==> src/rtl/hdlc_pkg.sv <==
// HDLC receive deframer shared definitions.
// Default geometry and the line-event codes of the run classifier.
package hdlc_pkg;

  localparam int DEF_STUFF_RUN = 5;
  localparam int DEF_DATA_W    = 8;
  localparam int DEF_CNT_W     = 8;

  typedef enum logic [2:0] {
    EV_NONE,
    EV_DATA,
    EV_STUFF,
    EV_FLAG,
    EV_ABORT
  } line_ev_t;

endpackage

==> src/rtl/hdlc_bit_delay.sv <==
// Fixed-depth bit delay line with per-slot valid tracking.
// A flush empties the line so flag bits never reach the payload.
module hdlc_bit_delay #(
  parameter int DEPTH = 7
) (
  input  logic clk,
  input  logic reset,
  input  logic shift,
  input  logic flush,
  input  logic din,
  output logic dout,
  output logic dout_valid
);

  logic [DEPTH-1:0] bits;
  logic [DEPTH-1:0] vld;

  always_ff @(posedge clk or posedge reset) begin
    if (reset) begin
      bits <= '0;
      vld  <= '0;
    end else if (flush) begin
      bits <= '0;
      vld  <= '0;
    end else if (shift) begin
      bits <= {bits[DEPTH-2:0], din};
      vld  <= {vld[DEPTH-2:0], 1'b1};
    end
  end

  assign dout       = bits[DEPTH-1];
  assign dout_valid = vld[DEPTH-1];

endmodule

==> src/rtl/hdlc_deframer.sv <==
// HDLC receive deframer: flag/stuff/abort detection,
// destuffing, LSB-first word assembly and frame signalling.
module hdlc_deframer
  import hdlc_pkg::*;
#(
  parameter int STUFF_RUN = DEF_STUFF_RUN,
  parameter int DATA_W    = DEF_DATA_W,
  parameter int CNT_W     = DEF_CNT_W
) (
  input  logic              clk,
  input  logic              reset,
  input  logic              in,
  input  logic              in_en,
  output logic              disc,
  output logic              flag,
  output logic              err,
  output logic [DATA_W-1:0] data,
  output logic              data_valid,
  output logic              in_frame,
  output logic              frame_end,
  output logic              frame_abort,
  output logic [CNT_W-1:0]  err_count
);

  localparam int RW = $clog2(STUFF_RUN + 3);
  localparam int BW = $clog2(DATA_W + 1);

  localparam logic [RW-1:0] R_STUFF = RW'(STUFF_RUN);
  localparam logic [RW-1:0] R_FLAG  = RW'(STUFF_RUN + 1);
  localparam logic [RW-1:0] R_MAX   = RW'(STUFF_RUN + 2);
  localparam logic [BW-1:0] B_LAST  = BW'(DATA_W - 1);

  logic [RW-1:0]     run;
  logic [BW-1:0]     bcnt;
  logic [DATA_W-1:0] sreg;
  logic              got_word;

  line_ev_t          ev;
  logic              dl_bit;
  logic              dl_vld;
  logic              shift;
  logic              flush;
  logic              commit;
  logic [DATA_W-1:0] word_next;

  always_comb begin
    ev = EV_NONE;
    if (in_en) begin
      if (in) begin
        ev = (run == R_FLAG) ? EV_ABORT : EV_DATA;
      end else begin
        unique case (1'b1)
          run == R_STUFF: ev = EV_STUFF;
          run == R_FLAG:  ev = EV_FLAG;
          default:        ev = EV_DATA;
        endcase
      end
    end
  end

  assign shift     = (ev == EV_DATA);
  assign flush     = (ev == EV_FLAG) || (ev == EV_ABORT);
  assign commit    = shift && dl_vld && in_frame;
  assign word_next = {dl_bit, sreg[DATA_W-1:1]};

  hdlc_bit_delay #(
    .DEPTH(STUFF_RUN + 2)
  ) u_delay (
    .clk        (clk),
    .reset      (reset),
    .shift      (shift),
    .flush      (flush),
    .din        (in),
    .dout       (dl_bit),
    .dout_valid (dl_vld)
  );

  always_ff @(posedge clk or posedge reset) begin
    if (reset) begin
      run         <= '0;
      bcnt        <= '0;
      sreg        <= '0;
      got_word    <= 1'b0;
      disc        <= 1'b0;
      flag        <= 1'b0;
      err         <= 1'b0;
      data        <= '0;
      data_valid  <= 1'b0;
      in_frame    <= 1'b0;
      frame_end   <= 1'b0;
      frame_abort <= 1'b0;
      err_count   <= '0;
    end else begin
      disc        <= 1'b0;
      flag        <= 1'b0;
      err         <= 1'b0;
      data_valid  <= 1'b0;
      frame_end   <= 1'b0;
      frame_abort <= 1'b0;
      if (in_en) begin
        if (in) begin
          run <= (run == R_MAX) ? run : run + 1'b1;
        end else begin
          run <= '0;
        end
      end
      case (ev)
        EV_DATA: begin
          if (commit) begin
            sreg <= word_next;
            if (bcnt == B_LAST) begin
              data       <= word_next;
              data_valid <= 1'b1;
              bcnt       <= '0;
              got_word   <= 1'b1;
            end else begin
              bcnt <= bcnt + 1'b1;
            end
          end
        end
        EV_STUFF: disc <= 1'b1;
        EV_FLAG: begin
          flag <= 1'b1;
          // Counters are zero outside a frame, so idle fill falls through.
          if (bcnt != '0) begin
            frame_abort <= 1'b1;
          end else if (got_word) begin
            frame_end <= 1'b1;
          end
          in_frame <= 1'b1;
          bcnt     <= '0;
          got_word <= 1'b0;
        end
        EV_ABORT: begin
          err         <= 1'b1;
          frame_abort <= in_frame;
          in_frame    <= 1'b0;
          bcnt        <= '0;
          got_word    <= 1'b0;
          if (err_count != '1) begin
            err_count <= err_count + 1'b1;
          end
        end
        default: ;
      endcase
    end
  end

endmodule

==> config.mk <==
export PLATFORM = sky130hd
export DESIGN_NAME = hdlc_deframer
export DESIGN_NICKNAME = d
export VERILOG_FILES = /design/src/rtl/hdlc_pkg.sv /design/src/rtl/hdlc_bit_delay.sv /design/src/rtl/hdlc_deframer.sv
export SDC_FILE = /design/constraint.sdc
export NUM_CORES = 1
export LEC_CHECK = 0
export BUFFER_PORTS_ARGS = -buffer_cell sky130_fd_sc_hd__buf_4
export CAP_MARGIN = 20
export CORE_MARGIN = 2
export CORE_UTILIZATION = 45
export DETAILED_ROUTE_END_ITERATION = 8
export PLACE_DENSITY_LB_ADDON = 0.3
export SETUP_SLACK_MARGIN = 0.15
export SYNTH_ARGS = -nofsm -noshare
export SYNTH_HDL_FRONTEND = slang
export SYNTH_SLANG_ARGS = --single-unit
export TNS_END_PERCENT = 5
==> constraint.sdc <==
create_clock -name clk -period 2.75 [get_ports clk]
set_input_delay 0.825 -clock clk [delete_from_list [all_inputs] [get_ports clk]]
set_output_delay 0.825 -clock clk [all_outputs]
set_load 0.005 [all_outputs]
Yosys cells after proc, flatten, opt, wreduce, memory -nomap -nowiden:

Cells that the tools add are included.

* add/sub/neg operators: 3
* $mul: 0
* divide/modulo/power cells: 0
* $lt $le $gt $ge: 0
* eq/ne operators: 12
* shifts and indexed selects: 0
* muxes and demuxes: 28
* bitwise gates (word level): 0
* reductions and logical operators: 14

Operator list (number)
* $mux W7: 4
* $mux W3: 5
* $eq A3 B3 Y1 const B: 4
* $mux W1: 12
* $add A8 B1 Y8 const B: 1
* $mux W4: 2
* $ne A8 B8 Y1 const B: 1
* $pmux W4 S2: 1
* $reduce_and A2 Y1: 4
* $eq A3 B2 Y1 const B: 2
* $pmux W1 S2: 3
* $reduce_and A3 Y1: 2
* $reduce_bool A2 Y1: 3
* $add A4 B1 Y4 const B: 1
* $eq A4 B3 Y1 const B: 1
* $ne A2 B1 Y1 const B: 2
* $pmux W2 S2: 1
* $reduce_bool A4 Y1: 1
* $add A3 B1 Y3 const B: 1
* $eq A3 B1 Y1 const B: 1
* $logic_and A1 B1 Y1: 2
* $ne A2 B2 Y1 const B: 1
* $reduce_or A2 Y1: 1
* $logic_or A1 B1 Y1: 1

* register bits after elaboration: 53
* bits in latches: 0
* RAM bits: 0
* bits in read-only memories: 0
* bits of input ports: 4
* logic and storage cells: 72
* memories kept: 0

Logic depth before layout (Yosys ltp):

Gate-level depths: netlist (run 1).

* depth after elaboration: 9
* mapped depth: 9
* gate-level depth less buffers: 8

Cells and area by module:

Synthesis (run 1) repeated with hierarchy kept, for this count alone.

* cells, all modules: 188
* area, all modules: 2307.2 µm²

Modules (own cells, without submodules)
* hdlc_deframer: times used 1, cells each 142, area each 1730.4 µm²
* hdlc_bit_delay: times used 1, cells each 46, area each 576.8 µm²

Worst setup path after synthesis (run 1):

Ideal clock, no wire load.

* kind: input-to-reg
* start point: input port in
* end point: register data[3]
* library setup time: 0.125 ns
* arrival time: 1.935 ns
* data required time: 2.625 ns
* slack: 0.690 ns
* cell stages on the path: 7
* cell sequence: nor2b_1 -> o21ai_1 -> nand4_1 -> or3_1 -> buf_6 -> clkinv_2 -> mux2_2

* cells in the longest elaborated chain, start to end: 6

Ends and longest elaborated chain
* start, declared: RTL line hdlc_deframer.sv:12 `input logic in,`
* $mux W3 (*): RTL line hdlc_deframer.sv:49 `if (in) begin`
* $mux W3 (*): RTL line hdlc_deframer.sv:48 `if (in_en) begin`
* $eq A3 B1 Y1 (*): RTL line hdlc_deframer.sv:61, hdlc_deframer.sv:107
* $logic_and A1 B1 Y1 (2 in a row): RTL line hdlc_deframer.sv:63 `assign commit = shift && dl_vld && in_frame;`
* $reduce_and A3 Y1 (no line) (*)
* end signal, assigned: RTL line hdlc_deframer.sv:112 `data <= word_next;`
* end, declared: RTL line hdlc_deframer.sv:17 `output logic [DATA_W-1:0] data,`

Mark *: on every way between the ends. The rest lies on a longest branch, timed or not.
A chain may end at the register's enable or synchronous reset.

Worst setup path in the final report (run 1):

* start point: register run[0]
* end point: register data[4]

* cells in the longest elaborated chain, start to end: 8
* elaborated cells on any way between the ends: 10
* classes of those cells: eq/ne (3); mux (4); reduce/logical (3)

Ends and longest elaborated chain
* start, declared: RTL line hdlc_deframer.sv:33 `logic [RW-1:0] run;`
* start signal, assigned: RTL line hdlc_deframer.sv:102 `run <= (run == R_MAX) ? run : run + 1'b1;`
* $eq A3 B3 Y1 (on tied branches): RTL line hdlc_deframer.sv:50, hdlc_deframer.sv:54, hdlc_deframer.sv:53
* $pmux W2 S2 / $mux W3 (equally long branches): RTL line hdlc_deframer.sv:52, hdlc_deframer.sv:50
* $mux W3 (*): RTL line hdlc_deframer.sv:49
* $mux W3 (*): RTL line hdlc_deframer.sv:48
* $eq A3 B1 Y1 (*): RTL line hdlc_deframer.sv:61, hdlc_deframer.sv:107
* $logic_and A1 B1 Y1 (2 in a row): RTL line hdlc_deframer.sv:63
* $reduce_and A3 Y1 (no line) (*)

Marked as above.

==> metrics, run 1 <==
Cells after Synth=165; postcts setup bufs=0; die height=73.0 um; power share of the clock group=32.7%; vias per cell=5.40; Syn Area/Cell=13.0 sq um; Pwr Density=615 nW/um^2; final hold violations=0; vias post-DR=1,372; worst min-delay path class=flip-flop to flip-flop; syn_nets=176; LEAKAGE=1.31 nW; first-pass GRT wire length=6.53 mm; Seq/Total Area, Yosys=60.8%; Final GP Congestion=0.770; startpoint of the worst hold path=sreg[1]; I/O Buffers=26; crit path launch type=flip-flop; worst path bufs/invs=1; Distinct cells, synth=31; flops & latches, synth=52; GR Util All Layers=16.2%; Gate power share=10.3%; io pins=27; Worst Hold Slack=0.504 ns; period utilisation layout=78.7%; Rows=25; Least-Margin Pin Slew=0.777 ns; die area=5320 sq um; Max stage delay on crit path=0.50 ns; post-CTS resize count=0; total chip power=1.56 mW; final WL=3.86 mm; CP Cell Sequence=ha_1, nor2b_1, o21ai_1, nand4_1, or3_1, clkinv_2, mux2_2; yosys warns=0; Max-Cap Viols=0; Net Sw Power=381 uW; crit path time final=2.16 ns; Hold-fix buffers, CTS=0; final core occ=54.3%; initial antenna violation count=0; grt ovf=0; Clock Tree Root=clkbuf_8; register share of total power=57.0%; crit path kind=flip-flop to flip-flop; 1st-iter DRT viols=55; clk_lat worst skew=0.30 ns; Async SR Flop Fraction=100%; commonest non-fill, non-tap cells in the layout=dfrtp_1 (52), buf_4 (32), a22o_1 (16); n_diodes=0; Net Sw Frac=24.5%; Max Fanout on Critical Path=6; TritonCTS Buffers=5; Worst Path Required=2.94 ns; drt drc=0; element type at the critical path end=flip-flop; setup violators final=0; Max clock buf depth=2; Crit-path slowest cell=or3_1; Final Max Tran Viols=0; largest net degree at the start of global routing=39; initial core utilization=45.9%; Core ar.=4660 sq um; Worst slew margin=48.1%; commonest non-fill, non-tap cell in the layout=dfrtp_1; H-tree depth=2; DP HPWL=2.87 mm; Area growth syn-to-layout=18.4%; unrepaired setup endpoints after global routing=no; routed length per placed instance=15.2 um; Layout Skew=0.00204 ns; RR Startpoint=run[0]; Worst Setup SP=run[0]; worst path arrival time=2.35 ns; Final ANT Viol Nets=0; drt pass-1 iters=4; vias in the first global route=1,373; status=completed; die span in x=73.0 um; CTS tree=yes; peak supply drop=0.000216 V; fmax=0.462 GHz; final net count=210; share of cells above drive strength 1=29.5%; CTS clk-pin slew, worst paths=0.09 ns; setup TNS=0 ns; cell family with most CP delay=simple AND/OR/NAND/NOR gates; Internal=1.18 mW; Primary FF master, synth=dfrtp_1; number of enable flip-flop cells after synthesis=0; Synth Cell Area=2140 sq um; TritonCTS Sinks=52
-- power groups by stage --
stage | sequential (mW) | clock (mW) | combinational (mW)
floorplan | 0.883 | 0 | 0.111
global placement | 0.893 | 0 | 0.156
detailed placement | 0.900 | 0 | 0.165
CTS | 0.886 | 0.523 | 0.165
global route | 0.897 | 0.555 | 0.187
finish | 0.887 | 0.509 | 0.161
-- registers in the layout, indices dropped and copies added, names as in the netlist --
register / cells
in_frame: 1
disc: 1
u_delay.vld: 7
sreg: 7
got_word: 1
data_valid: 1
flag: 1
frame_end: 1
data: 8
err: 1
err_count: 8
u_delay.bits: 7
bcnt: 4
frame_abort: 1
run: 3
-- final timing paths --
path / endpoint / slack, ns / cells past startpoint
worst max-delay path: data[4] / 0.59 / 7
worst min-delay path: data[0] / 0.50 / 1
worst max register to register: data[4] / 0.59 / 7
min in group asynchronous: err_count[4] / 0.67 / 2
worst min register to register: data[0] / 0.50 / 1
max in group asynchronous: data[3] / 1.46 / 3
-- metal layers --
metal / track usage, % / share of wire [%] / vias to the layer above
met5: 0 / 0 / -
met4: 6.58 / 1.1 / 0
li1: - / - / 648
met2: 25.5 / 50 / 28
met1: 21.4 / 46 / 690
met3: 4.14 / 3.0 / 6
-- metrics by stage --
step | area [sq um] | std cells | worst slack, ns
floorplan | 2140 | 165 | 0.667
global placement | 2420 | 246 | 0.405
detailed placement | 2420 | 246 | 0.349
CTS | 2530 | 254 | 0.575
global route | 2530 | 254 | 0.441
finish | 2530 | 254 | 0.586
-- cells by family after synthesis --
| logic type | Yosys count | synth area share, % |
|---|---|---|
| muxes | 16 | 9.12 |
| DFF | 52 | 60.8 |
| buffers and inverters | 14 | 2.87 |
| AOI/OAI and AO/OA | 30 | 10.8 |
| adders and majority gates | 7 | 4.09 |
| xor gates and xnor gates | 7 | 2.87 |
| and+or+nand+nor | 39 | 9.41 |
-- cells in the mapped netlist, drive strengths merged, types with 4 or more instances --
| cell | n | area share (%) |
|---|---|---|
| dfrtp | 52 | 61 |
| a22o | 16 | 6.5 |
| mux2 | 16 | 9.1 |
| nand2 | 12 | 2.1 |
| inv | 8 | 1.4 |
| ha | 7 | 4.1 |
| o21ai | 6 | 1.4 |
| xnor2 | 6 | 2.5 |
| nor2 | 5 | 0.88 |
| and3 | 4 | 1.2 |
| clkbuf | 4 | 0.70 |
| nand4 | 4 | 1.2 |
-- layout make-up --
cell class | instances | area (sq um)
Inverter | 9 | 35.0
Multi-Input combinational cell | 99 | 777
Tap cell | 54 | 67.6
Clock buffer | 5 | 68.8
Timing Repair Buffer | 32 | 240
Sequential cell | 52 | 1300
Fill cell | 412 | 2130
Clock inverter | 3 | 42.5
-- worst reg2reg max path: stages (launching register included) --
cell and delay, ns:
dfrtp_1 0.44, ha_1 0.23, nor2b_1 0.13, o21ai_1 0.14
nand4_1 0.14, or3_1 0.50, clkinv_2 0.15, mux2_2 0.34
No activity file was read; power rests on OpenSTA's default activity.
==> run 2: changes to the inputs <==
==> constraint.sdc (replaced) <==
create_clock -name clk -period 1.7 [get_ports clk]
set_input_delay 0.51 -clock clk [delete_from_list [all_inputs] [get_ports clk]]
set_output_delay 0.51 -clock clk [all_outputs]
set_load 0.005 [all_outputs]
==> metrics, run 2 (synthesis gave the netlist of run 1 again) <==
Worst Hold Slack=0.243 ns (-0.261 ns); commonest non-fill, non-tap cell in the layout=dfrtp_1; crit path kind=flip-flop to flip-flop; worst path arrival time=2.20 ns (-0.15 ns); LEAKAGE=1.44 nW (+9.8%); Max Fanout on Critical Path=6 (unchanged); n_diodes=0 (unchanged); Layout Skew=0.00586 ns (+0.00382 ns); DP HPWL=2.72 mm (-5.1%); final hold violations=0 (unchanged); final WL=4.01 mm (+3.9%); peak supply drop=0.000459 V (+110%); largest registers=data (8), err_count (8); io pins=27 (unchanged); pre-CTS setup slack=-0.370 ns (-0.719 ns); Final GP Congestion=0.783 (+1.7%); vias in the first global route=1,395 (+1.6%); die height=73.0 um (unchanged); GR Util All Layers=16.3% (+0.099 points); I/O Buffers=26 (unchanged); Finished Cell Area=2800 sq um (+11%); vias per cell=5.24 (-3.0%); CTS clk-pin slew, worst paths=0.09 ns (about the same); Max stage delay on crit path=0.40 ns (-0.10 ns); Hold-fix buffers, CTS=0 (unchanged); placed cells=261 (+6.1%); final core occ=60.1% (+5.7 points); Net Sw Frac=24.2% (-0.27 points); setup violators final=16 (+16); Worst Path Required=1.89 ns (-1.05 ns); initial core utilization=45.9% (unchanged); clk_lat worst skew=0.30 ns (about the same); final net count=229 (+9.0%); Max-Cap Viols=0 (unchanged); Final Max Tran Viols=0 (unchanged); Net Sw Power=647 uW (+70%); commonest non-fill, non-tap cells in the layout=dfrtp_1 (52), buf_4 (46), a22o_1 (16); worst min-delay path class=input pin to asynchronous set/reset pin; fin cells=273 (+7.5%); Max clock buf depth=2 (unchanged); H-tree depth=2 (unchanged); crit path time final=2.01 ns (-0.158 ns); Clock Tree Root=clkbuf_8; element type at the critical path end=flip-flop; Internal=2.02 mW (+72%); period utilisation layout=118% (+39 points); drt drc=0 (unchanged); largest net degree at the start of global routing=53 (+36%); routed length per placed instance=14.7 um (-3.3%); Core ar.=4660 sq um (unchanged); share of cells above drive strength 1=41.1% (+12 points); crit path launch type=flip-flop; initial antenna violation count=0 (unchanged); Least-Margin Pin Slew=0.275 ns (-0.502 ns); CTS tree=yes; die area=5320 sq um (unchanged); drt pass-1 iters=4 (unchanged); power share of the clock group=32.8% (about the same); grt ovf=0 (unchanged); Final ANT Viol Nets=0 (unchanged); Worst slew margin=81.7% (+34 points); status=finished, violations left; placed cell areas=2570 sq um (+6.0%); Rows=25 (unchanged); final worst slack=-0.307 ns (-0.892 ns); worst path bufs/invs=3 (+2); TritonCTS Sinks=52 (unchanged); Gate power share=14.5% (+4.2 points); 1st-iter DRT viols=102 (+85%); register share of total power=52.6% (-4.4 points); fmax=0.498 GHz (+7.9%); CP Cell Sequence=inv_1, ha_2, nor2b_4, o21ai_2, nand4_1, or3_4, buf_8, clkinv_8, mux2_4; die span in x=73.0 um (unchanged); TritonCTS Buffers=5 (unchanged); failing checks=negative setup slack; unrepaired setup endpoints after global routing=yes; Pwr Density=954 nW/um^2 (+55%); Area growth syn-to-layout=30.9%; Crit-path slowest cell=or3_4; vias post-DR=1,431 (+4.3%); cell family with most CP delay=simple AND/OR/NAND/NOR gates; first-pass GRT wire length=6.62 mm (+1.4%)
==> run 2: stage by stage <==
stage | power, mW | setup TNS, ns
finish | 2.67 | -3.02
detailed placement | 1.78 | -3.77
global placement | 1.76 | -2.47
CTS | 2.67 | -2.71
floorplan | 1.61 | -4.98
global route | 2.80 | -5.85
==> run 2: timing repair <==
item | 4_1_cts | 5_1_grt
buffers inserted | 3 | 1
setup endpoints to repair | 43 | 46
gates resized for setup | 14 | 10
endpoints found under the hold margin | 0 | 0
pin swaps | 19 | 5
==> run 2: routing by layer <==
| metal | track usage (%) | part of all wire (%) | routed length, um |
|---|---|---|---|
| met1 | 21.8 | 45 | 1800 |
| met2 | 26.2 | 51 | 2030 |
| met3 | 4.42 | 3.3 | 134 |
| met4 | 4.53 | 1.1 | 43 |
| met5 | 0 | 0 | 0 |
==> run 2: power by group through the flow <==
stage | combinational (mW) | clock [mW] | sequential, mW
after floorplan | 0.181 | 0 | 1.43
after global placement | 0.336 | 0 | 1.42
after detailed placement | 0.355 | 0 | 1.43
after CTS | 0.374 | 0.895 | 1.40
after global routing | 0.433 | 0.943 | 1.42
final | 0.388 | 0.877 | 1.41
==> run 2: layout make-up <==
type	count	area, sq um
Clock buffer	6	82.6
Clock inverter	2	38.8
Fill cell	384	1860
Inverter	9	46.3
Multi-Input combinational cell	99	842
Sequential cell	52	1300
Tap cell	54	67.6
Timing Repair Buffer	51	422
==> run 2: path summary, 6_finish.rpt <==
path                                   start              to  slack [ns]  depth (start not counted)
worst max-delay path                  run[1]         data[6]       -0.31                          9
worst min-delay path                   reset    err_count[5]        0.24                          3
worst max register to register        run[1]         data[6]       -0.31                          9
worst min register to register  err_count[5]    err_count[5]        0.51                          1
max in group asynchronous              reset  u_delay.vld[3]        1.22                          3
min in group clk                err_count[5]    err_count[5]        0.51                          1
==> run 2: worst register-to-register path: stages (launching register included) <==
cell and delay, ns:
dfrtp_1 0.38, inv_1 0.05, ha_2 0.18, nor2b_4 0.12
o21ai_2 0.14, nand4_1 0.13, or3_4 0.40, buf_8 0.16
clkinv_8 0.06, mux2_4 0.29
